===== config.mk =====
export PLATFORM = sky130hd
export DESIGN_NAME = plot_writer
export DESIGN_NICKNAME = d
export VERILOG_FILES = /design/src/rtl/mandelbrot_pkg.sv /design/src/rtl/pixel_fifo.sv /design/src/rtl/plot_writer.sv
export SDC_FILE = /design/constraint.sdc
export NUM_CORES = 1
export LEC_CHECK = 0
export CAP_MARGIN = 25
export CORE_AREA = 2 2 155 157
export CTS_BUF_LIST = sky130_fd_sc_hd__clkbuf_16
export DETAILED_ROUTE_END_ITERATION = 10
export DIE_AREA = 0 0 157 159
export PLACE_DENSITY_LB_ADDON = 0.25
export SLEW_MARGIN = 10
export SYNTH_ARGS = -nofsm -noshare
export SYNTH_HDL_FRONTEND = slang
export SYNTH_SLANG_ARGS = --single-unit

===== constraint.sdc =====
create_clock -name clk_i -period 10.1 [get_ports clk_i]
set_input_delay 1.515 -clock clk_i [delete_from_list [all_inputs] [get_ports clk_i]]
set_output_delay 1.515 -clock clk_i [all_outputs]
set_load 0.005 [all_outputs]

===== src/rtl/mandelbrot_pkg.sv =====
// Shared screen geometry, colour type and writer state encoding for the
// Mandelbrot plotting path.
package mandelbrot_pkg;

  localparam int unsigned SCR_W  = 320;
  localparam int unsigned SCR_H  = 240;
  localparam int unsigned ADDR_W = 17;

  typedef logic [2:0] colour_t;

  typedef enum logic {
    S_RUN   = 1'b0,
    S_CLEAR = 1'b1
  } state_t;

  typedef struct packed {
    logic [ADDR_W-1:0] addr;
    colour_t           colour;
  } pixel_t;

  localparam int unsigned PIXEL_W = $bits(pixel_t);

endpackage


===== src/rtl/pixel_fifo.sv =====
// Circular pixel buffer between the fractal engine and the framebuffer port.
// Storage is left unreset; only the pointers and count are cleared.
module pixel_fifo #(
  parameter int unsigned DEPTH = 8,
  parameter int unsigned WIDTH = 20
) (
  input  logic                     clk_i,
  input  logic                     rst_i,
  input  logic                     flush_i,
  input  logic                     push_i,
  input  logic [WIDTH-1:0]         data_i,
  input  logic                     pop_i,
  output logic [WIDTH-1:0]         data_o,
  output logic                     full_o,
  output logic                     empty_o,
  output logic [$clog2(DEPTH):0]   level_o
);

  localparam int unsigned PTR_W = $clog2(DEPTH);

  logic [WIDTH-1:0] mem_q [DEPTH];
  logic [PTR_W-1:0] wptr_q;
  logic [PTR_W-1:0] rptr_q;
  logic [PTR_W:0]   count_q;
  logic             do_push;
  logic             do_pop;

  assign full_o  = (count_q == (PTR_W+1)'(DEPTH));
  assign empty_o = (count_q == '0);
  assign level_o = count_q;
  assign data_o  = mem_q[rptr_q];

  assign do_pop  = pop_i && !empty_o;
  assign do_push = push_i && (!full_o || do_pop);

  always_ff @(posedge clk_i) begin
    if (do_push && !flush_i) begin
      mem_q[wptr_q] <= data_i;
    end
  end

  // Pointers wrap naturally because DEPTH is a power of two.
  always_ff @(posedge clk_i) begin
    if (rst_i || flush_i) begin
      wptr_q  <= '0;
      rptr_q  <= '0;
      count_q <= '0;
    end else begin
      if (do_push) wptr_q <= wptr_q + PTR_W'(1);
      if (do_pop)  rptr_q <= rptr_q + PTR_W'(1);
      case ({do_push, do_pop})
        2'b10:   count_q <= count_q + (PTR_W+1)'(1);
        2'b01:   count_q <= count_q - (PTR_W+1)'(1);
        default: count_q <= count_q;
      endcase
    end
  end

endmodule


===== src/rtl/plot_writer.sv =====
// Buffers plotted pixels into a FIFO and streams them to the framebuffer,
// with a full-screen clear sweep that takes over the write port.
//   state   | meaning
//   S_RUN   | drain pixel FIFO to memory, accept plots and clear requests
//   S_CLEAR | sweep every framebuffer address with the latched clear colour
module plot_writer #(
  parameter int unsigned DEPTH = 8,
  parameter int unsigned SCR_W = mandelbrot_pkg::SCR_W,
  parameter int unsigned SCR_H = mandelbrot_pkg::SCR_H
) (
  input  logic                                clk_i,
  input  logic                                rst_i,
  input  logic                                plot_i,
  input  logic [8:0]                          x_i,
  input  logic [7:0]                          y_i,
  input  mandelbrot_pkg::colour_t             colour_i,
  input  logic                                clear_i,
  input  mandelbrot_pkg::colour_t             clear_colour_i,
  output logic                                mem_we_o,
  output logic [mandelbrot_pkg::ADDR_W-1:0]   mem_addr_o,
  output mandelbrot_pkg::colour_t             mem_data_o,
  input  logic                                mem_ready_i,
  output logic                                busy_o,
  output logic                                overflow_o,
  output logic [$clog2(DEPTH):0]              level_o
);

  import mandelbrot_pkg::*;

  localparam logic [ADDR_W-1:0] PIX_TOTAL = ADDR_W'(SCR_W * SCR_H);

  state_t            state_q;
  colour_t           clr_col_q;
  logic [ADDR_W-1:0] sweep_q;
  logic              mem_we_q;
  logic [ADDR_W-1:0] addr_q;
  colour_t           data_q;
  logic              overflow_q;

  logic   in_range, out_free, run_cmd, flush, push, pop;
  logic   fifo_full, fifo_empty;
  pixel_t push_pix, pop_pix;

  assign in_range = (32'(x_i) < SCR_W) && (32'(y_i) < SCR_H);
  assign out_free = !mem_we_q || mem_ready_i;
  assign run_cmd  = (state_q == S_RUN) && !clear_i;
  assign flush    = (state_q == S_RUN) && clear_i;
  assign pop      = run_cmd && !fifo_empty && out_free;
  assign push     = run_cmd && plot_i && in_range;

  assign push_pix.addr   = ADDR_W'(y_i) * ADDR_W'(SCR_W) + ADDR_W'(x_i);
  assign push_pix.colour = colour_i;

  pixel_fifo #(
    .DEPTH (DEPTH),
    .WIDTH (PIXEL_W)
  ) u_fifo (
    .clk_i   (clk_i),
    .rst_i   (rst_i),
    .flush_i (flush),
    .push_i  (push),
    .data_i  (push_pix),
    .pop_i   (pop),
    .data_o  (pop_pix),
    .full_o  (fifo_full),
    .empty_o (fifo_empty),
    .level_o (level_o)
  );

  always_ff @(posedge clk_i) begin
    if (rst_i) begin
      state_q    <= S_RUN;
      clr_col_q  <= '0;
      sweep_q    <= '0;
      mem_we_q   <= 1'b0;
      addr_q     <= '0;
      data_q     <= '0;
      overflow_q <= 1'b0;
    end else begin
      case (state_q)
        S_RUN: begin
          if (clear_i) begin
            state_q    <= S_CLEAR;
            clr_col_q  <= clear_colour_i;
            overflow_q <= 1'b0;
            // Issue address 0 right away if the port is free; otherwise
            // let the in-flight pixel finish first.
            if (out_free) begin
              mem_we_q <= 1'b1;
              addr_q   <= '0;
              data_q   <= clear_colour_i;
              sweep_q  <= ADDR_W'(1);
            end else begin
              sweep_q  <= '0;
            end
          end else begin
            if (plot_i && in_range && fifo_full && !pop) overflow_q <= 1'b1;
            if (pop) begin
              mem_we_q <= 1'b1;
              addr_q   <= pop_pix.addr;
              data_q   <= pop_pix.colour;
            end else if (out_free) begin
              mem_we_q <= 1'b0;
            end
          end
        end
        S_CLEAR: begin
          if (out_free) begin
            if (sweep_q < PIX_TOTAL) begin
              mem_we_q <= 1'b1;
              addr_q   <= sweep_q;
              data_q   <= clr_col_q;
              sweep_q  <= sweep_q + ADDR_W'(1);
            end else begin
              state_q  <= S_RUN;
              mem_we_q <= 1'b0;
            end
          end
        end
        default: state_q <= S_RUN;
      endcase
    end
  end

  assign mem_we_o   = mem_we_q;
  assign mem_addr_o = addr_q;
  assign mem_data_o = data_q;
  assign busy_o     = (state_q == S_CLEAR);
  assign overflow_o = overflow_q;

endmodule

==> results of run 1 <==
-- cell usage after synthesis, types with 5 or more instances --
cell / count / area [sq um]
edfxtp_1: 160 / 4805
nor2_1: 74 / 277.8
dfxtp_1: 56 / 1121
mux4_2: 40 / 900.9
mux2i_1: 25 / 250.2
nor3_1: 25 / 125.1
a211oi_1: 22 / 165.2
a21oi_1: 21 / 105.1
ha_1: 21 / 262.8
clkbuf_1: 20 / 75.07
inv_1: 14 / 52.55
nand2_1: 12 / 45.04
xnor2_1: 12 / 105.1
o21ai_0: 11 / 55.05
xor2_1: 11 / 96.34
buf_2: 5 / 25.02
nand3_1: 5 / 25.02
or3_1: 5 / 31.28
-- per-stage QoR --
step	instances	total power [mW]
2_1_floorplan	614	1.106
3_3_place_gp	972	1.166
3_5_place_dp	973	1.173
4_1_cts	1013	2.020
5_1_grt	1013	2.072
6_report	1013	2.001
-- cell families after synthesis --
| logic type | count (synthesis) | synth area share |
|---|---|---|
| xor gates and xnor gates | 23 | 0.02199 |
| and+or+nand+nor | 152 | 0.07975 |
| DFF | 216 | 0.6467 |
| adders and majority gates | 24 | 0.03523 |
| muxes | 65 | 0.1256 |
| buffers and inverters | 43 | 0.01830 |
| AOI/OAI and AO/OA | 91 | 0.07238 |
-- critical path: cells and delay by family --
family | cells | cell delay [ns]
simple gates | 3 | 0.95
buf+inv | 2 | 0.62
compound gates | 4 | 1.06
xor+xnor | 1 | 0.10
fa+ha+maj | 2 | 0.56
-- placed cells by master (no fill, tap or decap), drive strengths merged, types with 7 or more instances in the layout --
cell / n
mux2i: 25
a21oi: 21
buf: 14
mux4: 40
clkbuf: 22
nor3: 26
clkdlybuf4s50: 54
nor2: 74
edfxtp: 160
clkinv: 7
o21ai: 12
nand2: 12
xor2: 11
a211oi: 23
inv: 19
dfxtp: 56
xnor2: 12
ha: 21
-- final timing paths --
| path | startpoint | end | slack [ns] | cells after the start |
|---|---|---|---|---|
| max | x_i[7] | u_fifo.level_o[3]$_SDFFE_PP0P_ | 5.72 | 12 |
| min | mem_addr_o[1]$_SDFFE_PP0P_ | mem_addr_o[1]$_SDFFE_PP0P_ | 0.49 | 2 |
| max reg2reg | busy_o$_SDFF_PP0_ | u_fifo.level_o[3]$_SDFFE_PP0P_ | 6.76 | 9 |
| min reg2reg | mem_addr_o[1]$_SDFFE_PP0P_ | mem_addr_o[1]$_SDFFE_PP0P_ | 0.49 | 2 |
-- state kept, by name (all words and copies together) (netlist names), named ones only --
register	cells
sweep_q	17
busy_o	1
overflow_o	1
mem_data_o	3
mem_we_o	1
u_fifo.wptr_q	3
u_fifo.mem_q	160
mem_addr_o	17
u_fifo.rptr_q	3
u_fifo.level_o	4
clr_col_q	3
-- area by class of cell --
cell class | count | area [sq um]
Multi-Input combinational cell | 355 | 3110
Tap cell | 319 | 399.1
Inverter | 15 | 56.30
Clock inverter | 18 | 216.5
Fill cell | 1980 | 12290
Sequential cell | 216 | 5928
Clock buffer | 22 | 550.5
Timing Repair Buffer | 68 | 645.6
-- power by group --
part           internal (mW)  switching, mW  leakage [nW]
registers              0.988         0.0102          1.90
clock network          0.524          0.323         0.380
logic                 0.0659         0.0902          1.25
total                   1.58          0.424          3.53
-- metal layers --
layer  part of all wire  up-vias  global-route usage
met5                  0        -                   0
met4              0.020        0             0.04379
met3              0.044       24             0.02014
met2               0.48      135              0.2524
met1               0.45     2670              0.2113
li1                   -     2519                   -
==> impl_metrics.ini, run 1 <==
[run_status]
status = finished, final reports clean

[final_layout]
drive_gt1_frac = 0.1513
antenna_cells = 0
nets = 730
syn2layout_area_growth_pct = 19.04
fin_util = 0.4703
final_area_sq_mm = 0.01091

[setup_path]
start_kind = primary input
crit_chain = clkdlybuf4s50_1 > o21ai_0 > nand4b_1 > nor3_2 > inv_2 > ha_1 > ha_1 > a21o_1 > a21oi_1 > xnor2_1 > or3_1 > a21oi_1
path_class = primary input to flop
cp_slowest_cell = o21ai_0
critical_path_peak_fanout = 6
required_ns = 10.52
end_kind = flop
slowest_delay_ns = 0.56
crit_arrival_ns = 4.81

[placement]
io_buffers = 54
gp_congestion = 0.7855
dpl_cell_area_sq_mm = 0.01014
dpl.hpwl_mm = 12.07
pre_cts_slack_ns = 5.231

[floorplanning]
num_io_pins = 55
dieArea_sq_mm = 0.02496
core.rowCount = 56
coreArea_sq_mm = 0.02319
start_util = 0.3951
die_w_um = 157
die_h_um = 159

[synth]
synth_area_sq_mm = 0.009163
synthFlopType = edfxtp_1
synth_cell_types = 60
synth_edf_count = 160
syn-num-nets = 666
synth-seq-cells = 216
async_flop_share = 0
synthCells = 614
synth_seq_area_share = 0.6467
ys_warn_count = 0
syn_area_per_cell_sq_um = 14.92

[cts]
clock_path_buffers = 3
ctsHoldBuffers = 0
cts_tree = yes
post_cts_buffers = 0
clock_latency_ns = 0.50
cts.clk_slew.worst_paths_ns = 0.06
h-tree-depth = 1
clockRootBuffer = clkbuf_16
numCtsBuffers = 22
cts_resized = 0
cts.sinks = 216

[detailed_routing]
vias = 5348
final_antenna_net_count = 0
wl_per_cell_um = 18.84
first_pass_iters = 5
drt_iter0_drc = 296
drt_wl_total_mm = 19.08
drt-vias-per-instance = 5.279
drcViolationCount = 0

[sta]
tightestPinTransition_ns = 0.9966
grt_setup_unrepaired = no
post-route-period-util = 0.4341
skew_ns = 0.01232
finalHoldViolCount = 0
setup_tns_ns = 0
setup_viol = 0
max_freq_ghz = 0.2281
setup_slack_ns = 5.715
fin_crit_ns = 4.385
slew_viol_final = 0
max-slew-margin-rel = 0.3347
whs_ns = 0.4881

[run]
maxCapViolations = 0

[power]
powerDensity_mw_per_mm2 = 183.5
worst_ir_drop_vdd_mv = 0.1174
power_leakage_nw = 3.528

[global_route]
grt_usage = 0.1525
grt_max_degree = 41
overflow = 0
antenna_found_initial = 0
grt_pass1_vias = 5317
grt_pass1_wl_mm = 29.64

[hold_path]
hold_class = flop to flop
(Power assumes the default switching activity.)
==> run 2: changes to the inputs <==
clock period = 4.15 ns   (was 10.1 ns; I/O delays follow)
==> impl_metrics.ini, run 2 (synthesis gave the netlist of run 1 again) <==
[detailed_routing]
first_pass_iters = 5
drt_iter0_drc = 402
wl_per_cell_um = 18.70
final_antenna_net_count = 0
vias = 5441
drcViolationCount = 0
drt-vias-per-instance = 5.350
drt_wl_total_mm = 19.02

[floorplanning]
die_w_um = 157
start_util = 0.3951
coreArea_sq_mm = 0.02319
num_io_pins = 55
dieArea_sq_mm = 0.02496
core.rowCount = 56
die_h_um = 159

[power]
powerDensity_mw_per_mm2 = 437.4
p_int_mw = 3.753
worst_ir_drop_vdd_mv = 0.2659
p_sw_frac = 0.2135
power.switching_mw = 1.019
combPwrFrac = 0.080
power_leakage_nw = 3.548
p_seq_frac = 0.508
power_frac_clock = 0.411

[setup_path]
critical_path_peak_fanout = 5
crit_buf_inv = 3
required_ns = 4.57
start_kind = primary input
r2r_end = u_fifo.level_o[3]$_SDFFE_PP0P_
setup.worst_path.end = u_fifo.level_o[3]$_SDFFE_PP0P_
crit_arrival_ns = 3.61
crit_chain = clkdlybuf4s50_1 > o21ai_0 > buf_4 > nand4b_1 > nor3_2 > inv_2 > ha_1 > ha_1 > a21o_1 > a21oi_1 > xnor2_1 > or3_1 > a21oi_1
cp_top_family = compound AO/OA/AOI/OAI gates
slowest_delay_ns = 0.45
cp-startpoint = x_i[7]
r2r_start = u_fifo.level_o[0]$_SDFFE_PP0P_
reg2reg_depth = 11
end_kind = flop
cp.depth = 13
cp_slowest_cell = clkdlybuf4s50_1
path_class = primary input to flop
r2r_slack_ns = 1.19

[global_route]
grt_usage = 0.1552
grt_pass1_vias = 5508
grt_pass1_wl_mm = 30.50
overflow = 0
antenna_found_initial = 0
grt_max_degree = 41

[cts]
cts.clk_slew.worst_paths_ns = 0.06
cts_resized = 0
clock_path_buffers = 3
cts_tree = yes
post_cts_buffers = 0
clockRootBuffer = clkbuf_16
clock_latency_ns = 0.49
numCtsBuffers = 22
h-tree-depth = 1
cts.sinks = 216
ctsHoldBuffers = 0

[placement]
dpl_cell_area_sq_mm = 0.01018
gp_congestion = 0.7774
io_buffers = 54
dpl.hpwl_mm = 12.27
pre_cts_slack_ns = 0.4281

[final_layout]
syn2layout_area_growth_pct = 19.08
final_common_cell = edfxtp_1
final_cell_mix = edfxtp_1 (160), nor2_1 (73), dfxtp_1 (54), clkdlybuf4s50_1 (54), mux4_2 (40)
fill_cells = 1988
antenna_cells = 0
largest_reg_flops = 160
nets = 734
drive_gt1_frac = 0.1590
final_area_sq_mm = 0.01091
largest-register = u_fifo.mem_q

[sta]
setup_slack_ns = 0.9545
post-route-period-util = 0.7700
max-slew-margin-rel = 0.4611
tightestPinTransition_ns = 0.8084
skew_ns = 0.009572
slew_viol_final = 0
grt_setup_unrepaired = no
max_freq_ghz = 0.3129
setup_viol = 0
fin_crit_ns = 3.196
finalHoldViolCount = 0
setup_tns_ns = 0

[hold_path]
hold_class = flop to flop

[run]
maxCapViolations = 0

[run_status]
status = finished, final reports clean
-- run 2: changes by cell type in the layout (fill, tap and decap cells not counted), sizes merged --
| cell | delta |
|---|---|
| buf | +4 |
| bufinv | -2 |
| clkbuf | +1 |
| clkinv | +1 |
| clkinvlp | -1 |
| inv | +1 |
-- run 2: worst min path at each step --
stage / startpoint / end / slack (ns) / cells past startpoint
after floorplan: sweep_q[7]$_SDFFE_PP0P_ / sweep_q[7]$_SDFFE_PP0P_ / 0.45 / 2
after global placement: overflow_o$_SDFFE_PP0P_ / overflow_o$_SDFFE_PP0P_ / 0.46 / 2
after detailed placement: overflow_o$_SDFFE_PP0P_ / overflow_o$_SDFFE_PP0P_ / 0.46 / 2
after CTS: overflow_o$_SDFFE_PP0P_ / overflow_o$_SDFFE_PP0P_ / 0.48 / 2
after global routing: mem_addr_o[15]$_SDFFE_PP0P_ / mem_addr_o[15]$_SDFFE_PP0P_ / 0.52 / 2
final: overflow_o$_SDFFE_PP0P_ / overflow_o$_SDFFE_PP0P_ / 0.48 / 2
-- run 2: worst reg2reg max path: stages, from the launching register on --
cell and delay [ns]:
dfxtp_1 0.37, or4b_2 0.71, a21oi_1 0.23, nor3_2 0.10, inv_2 0.14, ha_1 0.22
ha_1 0.24, a21o_1 0.18, a21oi_1 0.17, xnor2_1 0.10, or3_1 0.30, a21oi_1 0.14
-- run 2: power by group through the flow --
| stage | Sequential, mW | Clock, mW | Combinational, mW |
|---|---|---|---|
| 6_report | 2.43 | 1.96 | 0.382 |
| 5_1_grt | 2.43 | 2.09 | 0.430 |
| 4_1_cts | 2.43 | 2.01 | 0.387 |
| 3_5_place_dp | 2.47 | 0 | 0.386 |
| 3_3_place_gp | 2.47 | 0 | 0.374 |
| 2_1_floorplan | 2.47 | 0 | 0.225 |
-- run 2: layout make-up --
| class | count | area, sq um | share of cell area |
|---|---|---|---|
| tap | 319 | 399.1 | 0.03658 |
| clock buffer | 23 | 575.6 | 0.05275 |
| timing repair buffer | 72 | 688.2 | 0.06307 |
| clock inverter | 17 | 152.6 | 0.01399 |
| inverter | 15 | 56.30 | 0.005161 |
| sequential | 216 | 5928 | 0.5433 |
| multi-input combinational | 355 | 3110 | 0.2851 |
-- run 2: routing by layer --
| metal | GRT usage | wire length (um) | vias to the layer above |
|---|---|---|---|
| met4 | 0.03378 | 227 | 0 |
| li1 | - | - | 2540 |
| met2 | 0.2558 | 9085 | 143 |
| met5 | 0 | 0 | - |
| met1 | 0.2212 | 8834 | 2737 |
| met3 | 0.01987 | 870 | 21 |
-- run 2: per-stage QoR --
| stage | total power, mW | utilization | hold WS [ns] | std cells |
|---|---|---|---|---|
| after floorplan | 2.692 | - | 0.4546 | 614 |
| after global placement | 2.845 | 0.4390 | 0.4570 | 977 |
| after detailed placement | 2.860 | 0.4390 | 0.4600 | 977 |
| after CTS | 4.820 | 0.4704 | 0.4771 | 1017 |
| after global routing | 4.952 | 0.4704 | 0.5206 | 1017 |
| final | 4.772 | 0.4704 | 0.4796 | 1017 |
==> run 3: changes to the inputs <==
clock period = 2.7 ns   (was 4.15 ns; I/O delays follow)
==> impl_metrics.ini, run 3 (synthesis gave the netlist of run 1 again) <==
[final_layout]
drive_gt1_frac = 0.2463
nets = 790
syn2layout_area_growth_pct = 26.66
antenna_cells = 0
largest_reg_flops = 160
final_area_sq_mm = 0.01160
fill_cells = 1955
regArea_sq_mm = 0.005927
final_common_cell = edfxtp_1
final_cell_mix = edfxtp_1 (160), nor2_1 (72), buf_4 (64)
multi_input_area_sq_mm = 0.003312
largest-register = u_fifo.mem_q

[setup_path]
path_class = primary input to flop
required_ns = 3.06
cp_slowest_cell = clkdlybuf4s50_1
r2r_end = u_fifo.level_o[3]$_SDFFE_PP0P_
end_kind = flop
crit_buf_inv = 2
critical_path_peak_fanout = 8
crit_chain = clkdlybuf4s50_1 > ha_4 > ha_4 > fa_2 > a211oi_4 > nor2_2 > xor2_1 > nand3b_1 > o32ai_2 > buf_4
reg2reg_depth = 11
slowest_delay_ns = 0.53
cp_top_family = adder cells
crit_arrival_ns = 2.96
worst_path_most_repeated_cell = ha_4
r2r_start = u_fifo.level_o[0]$_SDFFE_PP0P_
r2r_slack_ns = 0.20
start_kind = primary input

[cts]
cts_tree = yes
cts.sinks = 216
clock_path_buffers = 3
clockRootBuffer = clkbuf_16
cts.clk_slew.worst_paths_ns = 0.06
clock_latency_ns = 0.51
numCtsBuffers = 22
h-tree-depth = 1
ctsHoldBuffers = 0

[sta]
finalHoldViolCount = 0
fin_crit_ns = 2.599
tightestPinTransition_ns = 0.7198
skew_ns = 0.01785
setup_viol = 0
max_freq_ghz = 0.3848
slew_viol_final = 0
setup_tns_ns = 0
post-route-period-util = 0.9626
max-slew-margin-rel = 0.5167

[placement]
gp_congestion = 0.7989
io_buffers = 54
dpl_cell_area_sq_mm = 0.01073
dpl.hpwl_mm = 12.65

[global_route]
use_met3 = 0.02096
globalRouteMet1Util = 0.2092
grt_pass1_wl_mm = 30.30
grt_max_degree = 41
overflow = 0
grt_pass1_vias = 5572
busiest_layer = met2
met2_usage = 0.2667
grt_usage = 0.1553
antenna_found_initial = 0

[power]
power_frac_clock = 0.389
powerDensity_mw_per_mm2 = 632.2
p_sw_frac = 0.2191
power_leakage_nw = 3.861
combPwrFrac = 0.103
p_seq_frac = 0.508
power.switching_mw = 1.608
worst_ir_drop_vdd_mv = 0.3918
p_int_mw = 5.729

[detailed_routing]
drt_iter0_drc = 255
first_pass_iters = 4
wl_per_cell_um = 18.29
final_antenna_net_count = 0
drt-vias-per-instance = 5.197
vias = 5561
drt_wl_total_mm = 19.57
drcViolationCount = 0

[hold_path]
hold_class = flop to flop
min_to = mem_addr_o[15]$_SDFFE_PP0P_
hp-start = mem_addr_o[15]$_SDFFE_PP0P_
min_path_cells = 2

[floorplanning]
start_util = 0.3951
die_h_um = 159
die_w_um = 157
coreArea_sq_mm = 0.02319
core.rowCount = 56
dieArea_sq_mm = 0.02496
num_io_pins = 55

[run_status]
status = finished, final reports clean

[run]
maxCapViolations = 0
==> run 3: cell types whose count changed in the layout (fill, tap and decap cells not counted), sizes merged <==
cell / previous run / this run
buf: 18 / 74
bufinv: 3 / 2
clkbuf: 23 / 22
clkdlybuf4s50: 54 / 52
clkinvlp: 1 / 2
dlymetal6s2s: 0 / 2
inv: 20 / 18
==> run 3: worst register-to-register path, cell delays in order, from the launching register on <==
cell	delay [ns]
dfxtp_1	0.31
or4b_4	0.54
a21oi_2	0.16
nor3_2	0.08
inv_2	0.06
ha_2	0.17
ha_1	0.22
a21o_1	0.19
a21oi_2	0.13
xnor2_1	0.08
or3_1	0.39
a21oi_2	0.13
==> run 3: metrics by stage <==
step                power (mW)  cells    util  setup WS, ns  hold WS [ns]
floorplan                4.140    614       -       -0.5898        0.4546
global placement         4.469   1031  0.4628       -0.5234        0.4647
detailed placement       4.495   1031  0.4628       -0.6125        0.4834
CTS                      7.371   1068  0.4934       0.01561        0.4959
global route             7.624   1070  0.5004      -0.04210        0.5163
finish                   7.336   1070  0.5004        0.1011        0.4908
==> run 3: how the worst max path moves through the flow <==
stage	startpoint	end	slack (ns)	cells past startpoint
3_5_place_dp	y_i[1]	u_fifo.mem_q[7][18]$_DFFE_PP_	-0.61	9
5_1_grt	y_i[1]	u_fifo.mem_q[0][19]$_DFFE_PP_	-0.04	10
2_1_floorplan	busy_o$_SDFF_PP0_	u_fifo.mem_q[6][0]$_DFFE_PP_	-0.59	6
4_1_cts	y_i[1]	u_fifo.mem_q[0][19]$_DFFE_PP_	0.02	10
3_3_place_gp	y_i[1]	u_fifo.mem_q[0][17]$_DFFE_PP_	-0.52	9
6_report	y_i[1]	u_fifo.mem_q[5][19]$_DFFE_PP_	0.10	10
==> run 3: repair_timing <==
action | in CTS | in global routing
gates cloned | 0 | 0
pin swaps | 0 | 12
setup buffers | 0 | 2
gates resized for setup | 4 | 26
setup endpoints to repair | 25 | 41
==> run 3: final cells by class <==
class,instances,area share
Multi-Input combinational cell,355,0.2854
Clock buffer,22,0.04744
Sequential cell,216,0.5107
Tap cell,319,0.03439
Clock inverter,15,0.01154
Timing Repair Buffer,128,0.1057
Inverter,15,0.004852
==> run 3: routing by layer <==
layer  wire [um]  vias up
li1            -     2639
met1        8764     2778
met2        9775      120
met3         742       24
met4         291        0
met5           0        -
==> run 3: power by group through the flow <==
stage	sequential [mW]	combinational [mW]	clock (mW)
6_report	3.73	0.755	2.86
5_1_grt	3.73	0.835	3.06
3_5_place_dp	3.80	0.698	0
2_1_floorplan	3.79	0.349	0
4_1_cts	3.73	0.710	2.93
3_3_place_gp	3.79	0.677	0
